File: src/rtl/noc_flit_pkg.sv
// rtl/noc_flit_pkg.sv - flit-type codes, field layout and FSM states shared by the PE injection path
package noc_flit_pkg;

  localparam int FLIT_W_DEF = 20;
  // The type field occupies the top FT_W bits of every flit.
  localparam int FT_W = 2;

  localparam logic [FT_W-1:0] FT_HEAD   = 2'b10;
  localparam logic [FT_W-1:0] FT_BODY   = 2'b00;
  localparam logic [FT_W-1:0] FT_TAIL   = 2'b01;
  localparam logic [FT_W-1:0] FT_SINGLE = 2'b11;

  typedef enum logic {
    S_IDLE = 1'b0,
    S_BUSY = 1'b1
  } state_e;

  function automatic logic ft_opens(input logic [FT_W-1:0] ft);
    return (ft == FT_HEAD) || (ft == FT_SINGLE);
  endfunction

  function automatic logic ft_closes(input logic [FT_W-1:0] ft);
    return (ft == FT_TAIL) || (ft == FT_SINGLE);
  endfunction

  function automatic logic ft_is_cont(input logic [FT_W-1:0] ft);
    return (ft == FT_BODY) || (ft == FT_TAIL);
  endfunction

endpackage

File: src/rtl/rr_arbiter.sv
// rtl/rr_arbiter.sv - combinational round-robin arbiter; search begins at ptr and wraps
module rr_arbiter #(
  parameter int N = 4,
  localparam int PW = (N > 1) ? $clog2(N) : 1
) (
  input  logic [N-1:0]  req,
  input  logic [PW-1:0] ptr,
  output logic [N-1:0]  gnt,
  output logic          any
);

  logic          found;
  logic [PW-1:0] idx;
  int            pos;

  always_comb begin
    gnt   = '0;
    found = 1'b0;
    idx   = '0;
    pos   = 0;
    for (int k = 0; k < N; k++) begin
      pos = int'(ptr) + k;
      if (pos >= N) pos = pos - N;
      idx = PW'(pos);
      if (!found && req[idx]) begin
        gnt[idx] = 1'b1;
        found    = 1'b1;
      end
    end
  end

  assign any = |req;

endmodule

File: src/rtl/pe_inject_scheduler.sv
// rtl/pe_inject_scheduler.sv - shares one router injection port among PE flit sources
// Round-robin packet arbitration, wormhole ownership head-to-tail, credit-gated transfers.
module pe_inject_scheduler
  import noc_flit_pkg::*;
#(
  parameter int NUM_SRC = 4,
  parameter int FLIT_W  = FLIT_W_DEF,
  parameter int CREDITS = 7,
  parameter int CNT_W   = 3
) (
  input  logic                      clk,
  input  logic                      rst,
  input  logic [NUM_SRC-1:0]        src_valid,
  input  logic [NUM_SRC*FLIT_W-1:0] src_data,
  output logic [NUM_SRC-1:0]        src_ready,
  input  logic                      ci,
  output logic [FLIT_W-1:0]         dataout,
  output logic                      out_valid,
  output logic [NUM_SRC-1:0]        grant,
  output logic [CNT_W-1:0]          credit_cnt,
  output logic                      err
);

  localparam int PW = $clog2(NUM_SRC);
  localparam logic [CNT_W-1:0] CRED_MAX = CNT_W'(CREDITS);

  state_e              state_q;
  logic [PW-1:0]       rr_ptr_q;
  logic [NUM_SRC-1:0]  grant_q;
  logic [FLIT_W-1:0]   dataout_q;
  logic                out_valid_q;
  logic [CNT_W-1:0]    credit_q, credit_d;
  logic                err_q, err_d;
  logic                head_sent_q;

  logic [NUM_SRC-1:0]  head_req, arb_gnt;
  logic                arb_any;
  logic                idle_cont;
  logic [FLIT_W-1:0]   own_flit;
  logic [PW-1:0]       own_idx, rr_next;
  logic [FT_W-1:0]     own_ft;
  logic                xfer;

  always_comb begin
    head_req  = '0;
    idle_cont = 1'b0;
    own_flit  = '0;
    own_idx   = '0;
    for (int i = 0; i < NUM_SRC; i++) begin
      head_req[i] = src_valid[i] && ft_opens(src_data[i*FLIT_W + FLIT_W - FT_W +: FT_W]);
      idle_cont   = idle_cont || (src_valid[i] && ft_is_cont(src_data[i*FLIT_W + FLIT_W - FT_W +: FT_W]));
      if (grant_q[i]) begin
        own_flit = src_data[i*FLIT_W +: FLIT_W];
        own_idx  = PW'(i);
      end
    end
  end

  rr_arbiter #(.N(NUM_SRC)) u_arb (
    .req (head_req),
    .ptr (rr_ptr_q),
    .gnt (arb_gnt),
    .any (arb_any)
  );

  assign own_ft    = own_flit[FLIT_W-1 -: FT_W];
  assign src_ready = (state_q == S_BUSY && credit_q != '0) ? grant_q : '0;
  assign xfer      = |(src_valid & src_ready);
  assign rr_next   = (own_idx == PW'(NUM_SRC-1)) ? '0 : own_idx + 1'b1;

  // A credit return that coincides with a transfer cancels out; a return into a full counter is an overflow.
  always_comb begin
    credit_d = credit_q;
    err_d    = err_q;
    if (xfer && !ci) begin
      credit_d = credit_q - 1'b1;
    end else if (ci && !xfer) begin
      if (credit_q == CRED_MAX) err_d = 1'b1;
      else                      credit_d = credit_q + 1'b1;
    end
    if (state_q == S_IDLE && idle_cont) err_d = 1'b1;
    if (xfer && head_sent_q && ft_opens(own_ft)) err_d = 1'b1;
  end

  always_ff @(posedge clk) begin
    if (rst) begin
      state_q     <= S_IDLE;
      rr_ptr_q    <= '0;
      grant_q     <= '0;
      dataout_q   <= '0;
      out_valid_q <= 1'b0;
      credit_q    <= CRED_MAX;
      err_q       <= 1'b0;
      head_sent_q <= 1'b0;
    end else begin
      credit_q    <= credit_d;
      err_q       <= err_d;
      out_valid_q <= xfer;
      if (xfer) dataout_q <= own_flit;
      case (state_q)
        S_IDLE: begin
          if (arb_any) begin
            grant_q     <= arb_gnt;
            head_sent_q <= 1'b0;
            state_q     <= S_BUSY;
          end
        end
        S_BUSY: begin
          if (xfer) begin
            head_sent_q <= 1'b1;
            if (ft_closes(own_ft)) begin
              state_q  <= S_IDLE;
              grant_q  <= '0;
              rr_ptr_q <= rr_next;
            end
          end
        end
        default: state_q <= S_IDLE;
      endcase
    end
  end

  assign dataout    = dataout_q;
  assign out_valid  = out_valid_q;
  assign grant      = grant_q;
  assign credit_cnt = credit_q;
  assign err        = err_q;

endmodule

File: config.mk
export PLATFORM = sky130hd
export DESIGN_NAME = pe_inject_scheduler
export DESIGN_NICKNAME = d
export VERILOG_FILES = /design/src/rtl/noc_flit_pkg.sv /design/src/rtl/rr_arbiter.sv /design/src/rtl/pe_inject_scheduler.sv
export SDC_FILE = /design/constraint.sdc
export NUM_CORES = 1
export LEC_CHECK = 0
export BUFFER_PORTS_ARGS = -buffer_cell sky130_fd_sc_hd__buf_2
export CAP_MARGIN = 10
export CORE_ASPECT_RATIO = 2
export CORE_MARGIN = 2
export CORE_UTILIZATION = 48
export CTS_BUF_LIST = sky130_fd_sc_hd__clkbuf_16
export DETAILED_ROUTE_END_ITERATION = 8
export PLACE_DENSITY = 0.92
export SYNTH_ARGS = -nofsm -noshare
export SYNTH_HDL_FRONTEND = slang
export SYNTH_HIERARCHICAL = 1
export SYNTH_SLANG_ARGS = --single-unit
File: constraint.sdc
create_clock -name clk -period 3.6 [get_ports clk]
set_clock_uncertainty 0.2 [all_clocks]
set_input_delay 0.72 -clock clk [delete_from_list [all_inputs] [get_ports clk]]
set_output_delay 0.72 -clock clk [all_outputs]
set_load 0.01 [all_outputs]
==> results.sh <==
export IMPL_syn_avg_cell_area_sq_um=8.357
export IMPL_grt_max_degree=48
export IMPL_io_pins=120
export IMPL_yosysWarnings=6
export IMPL_post_cts_resize_count=0
export IMPL_seq_power_share_pct=35.8
export IMPL_std_cell_rows=34
export IMPL_reg2reg_depth=7
export IMPL_timing_final_ws_setup_ps=988.4
export IMPL_reg2reg_from="rr_ptr_q[0]$_SDFFE_PP0P_"
export IMPL_layout_drive_gt1_share_pct=38.38
export IMPL_post_dp_cell_area_sq_um=2755
export IMPL_viasPerCell=5.976
export IMPL_cp_required_ps=3590
export IMPL_p_leak_nw=1.279
export IMPL_numClockSinks=33
export IMPL_synth_top_area_share_pct=30.52
export IMPL_yosysMostFrequentCell="nand2_1"
export IMPL_cp_arrival_ps=2600
export IMPL_clkTransAtPathRegs_ps=60
export IMPL_netlist_instances=259
export IMPL_pwr_share_clk_pct=42.3
export IMPL_peakVddDrop_mv=0.3763
export IMPL_cts_tree="built"
export IMPL_grt_pass1_wl_um=10850
export IMPL_post_route_period_util_pct=72.55
export IMPL_nFillCells=398
export IMPL_die_w_um=51.49
export IMPL_end_kind="register"
export IMPL_status="finished, final reports clean"
export IMPL_holdPathStages=2
export IMPL_synthArstFlopShare_pct=0
export IMPL_synth_top_area_cell="dfxtp_1"
export IMPL_fmax_mhz=382.9
export IMPL_vias=2534
export IMPL_utilization_pct=67.45
export IMPL_numCtsBuffers=5
export IMPL_critPathMaxFanout=10
export IMPL_io_buffers=119
export IMPL_min_delay_start="dataout[13]$_SDFFE_PP0P_"
export IMPL_synth_commonest_cells="nand2_1, dfxtp_1, a21oi_1"
export IMPL_grt_pass1_vias=2404
export IMPL_swShare_pct=27.58
export IMPL_ys_seq_area_share_pct=30.52
export IMPL_wl_per_cell_um=16.32
export IMPL_syn_num_nets=356
export IMPL_drtIter0Drc=97
export IMPL_ant_nets=0
export IMPL_drc=0
export IMPL_reg2reg_slack_ps=990
export IMPL_p_sw_uw=317.2
export IMPL_setup_violations=0
export IMPL_synthFlopType="dfxtp_1"
export IMPL_first_pass_iters=4
export IMPL_power_density_nw_per_um2=393.0
export IMPL_syn_to_final_growth_pct=35.20
export IMPL_post_place_ws_ps=784.2
export IMPL_dpl_hpwl_um=5139
export IMPL_nets=466
export IMPL_initial_core_util_pct=49.88
export IMPL_p_int_uw=833.0
export IMPL_comb_power_share_pct=21.9
export IMPL_cts_setup_buffers=0
export IMPL_holdPathEnd="dataout[13]$_SDFFE_PP0P_"
export IMPL_cts_hold_buf=0
export IMPL_synth_area_leaders="dfxtp_1, a221oi_1, o22ai_1, nand2_1, a21oi_1"
export IMPL_regToRegEndpoint="grant[1]$_SDFFE_PP0P_"
export IMPL_hp_class="register to register"
export IMPL_setup_tns_ps=0
export IMPL_rsz0062_at_grt="no"
export IMPL_clk_latency_ps=280
export IMPL_antenna_found_initial=0
export IMPL_yosys_cell_types_count=48
export IMPL_clockBufferDepth=2
export IMPL_cts_root_buf="clkbuf_16"
export IMPL_finalHoldViolCount=0
export IMPL_die_h_um=98.97
export IMPL_synth_area_sq_um=2165
export IMPL_final_min_clock_period_ps=2612
export IMPL_final_area_sq_um=2927
export IMPL_worstSetupPathType="register to register"
export IMPL_relSlewSlack_pct=56.06
export IMPL_startpoint_type="register"
export IMPL_routed_wl_um=6918
export IMPL_dieArea_sq_um=5095
export IMPL_grt_overflow=0
export IMPL_diodes=0
export IMPL_cap_violations=0
export IMPL_gp_congestion=0.8541
export IMPL_core_area_sq_um=4339
export IMPL_ys_ff_latch=33
export IMPL_htreeDepth=2
export IMPL_tightestPinTransition_ps=658.1
export IMPL_slew_violations=0
export IMPL_synth_edff_count=0
export IMPL_track_usage_pct=27.61
-- worst max path at each step --
| stage | from | to | slack, ps | depth (start not counted) |
|---|---|---|---|---|
| 2_1_floorplan | src_valid[3] | grant[0]$_SDFFE_PP0P_ | 1060 | 6 |
| 3_3_place_gp | src_valid[1] | grant[1]$_SDFFE_PP0P_ | 870 | 7 |
| 3_5_place_dp | src_valid[1] | grant[1]$_SDFFE_PP0P_ | 780 | 7 |
| 4_1_cts | rr_ptr_q[0]$_SDFFE_PP0P_ | grant[1]$_SDFFE_PP0P_ | 990 | 7 |
| 5_1_grt | rr_ptr_q[0]$_SDFFE_PP0P_ | grant[0]$_SDFFE_PP0P_ | 790 | 7 |
| 6_report | rr_ptr_q[0]$_SDFFE_PP0P_ | grant[1]$_SDFFE_PP0P_ | 990 | 7 |
-- power by group through the flow --
stage / Sequential [mW] / Clock [mW] / Combinational (mW)
floorplan: 0.421 / 0 / 0.147
global placement: 0.417 / 0 / 0.239
detailed placement: 0.418 / 0 / 0.250
CTS: 0.411 / 0.493 / 0.252
global route: 0.413 / 0.506 / 0.277
finish: 0.411 / 0.487 / 0.252
-- cell usage in the layout (no fill, tap or decap), types with 3 or more instances in the layout --
cell / Yosys / routed
nor2_1: 4 / 4
o22ai_1: 21 / 21
mux4_2: 3 / 3
a21oi_1: 25 / 25
a221oi_1: 19 / 19
buf_4: 4 / 4
a221o_1: 4 / 4
nand2_1: 34 / 34
inv_1: 10 / 10
and2_1: 8 / 8
o21ai_0: 5 / 5
nor2b_1: 4 / 4
ha_1: 10 / 10
a211oi_1: 3 / 3
or3_1: 18 / 18
nand3_1: 4 / 4
dfxtp_1: 33 / 33
clkbuf_16: 0 / 5
buf_2: 4 / 119
-- cells by family (layout without fill, tap and decap cells) --
logic type / Yosys count / after routing / share of synthesized area (%)
AO/OA/AOI/OAI: 92 / 92 / 29.60
AND/OR/NAND/NOR: 85 / 85 / 21.62
flip-flops: 33 / 33 / 30.52
multiplexers: 5 / 5 / 4.855
adder cells (fa/ha/maj): 10 / 10 / 5.780
buffers and inverters: 32 / 143 / 6.821
XOR/XNOR: 2 / 2 / 0.8094
-- state kept, by name, indices dropped and copies added, names as in the netlist --
signal and flops:
dataout 20, grant 4, credit_cnt 3, rr_ptr_q 2, err 1, head_sent_q 1, out_valid 1, state_q 1
-- critical path: stages, from the launching register on --
cell and delay, ps:
dfxtp_1 570, inv_1 130, ha_1 350, mux4_2 400
nor4b_4 380, a221o_1 200, inv_1 40, o32ai_1 250
-- stage by stage --
step / instances / hold WS (ps) / total power [mW]
final: 424 / 248.6 / 1.150
after global routing: 424 / 272.5 / 1.196
after CTS: 424 / 252.1 / 1.156
after detailed placement: 416 / 244.6 / 0.6688
after global placement: 416 / 238.8 / 0.6563
after floorplan: 259 / 236.6 / 0.5673
-- area by class of cell --
class,count,area [sq um],share of cell area (%)
Multi-Input combinational cell,194,1356,46.34
Sequential cell,33,660.6,22.57
Timing Repair Buffer,123,625.6,21.38
Clock buffer,5,125.1,4.275
Tap cell,54,67.56,2.309
Clock inverter,3,46.29,1.582
Inverter,12,45.04,1.539
-- per-layer routing --
layer | track usage, % | part of all wire (%)
met5 | 0 | 0
met1 | 27.57 | 34
met3 | 3.939 | 4.6
met4 | 12.55 | 3.1
met2 | 52.86 | 58
No activity file was read; power rests on OpenSTA's default activity.
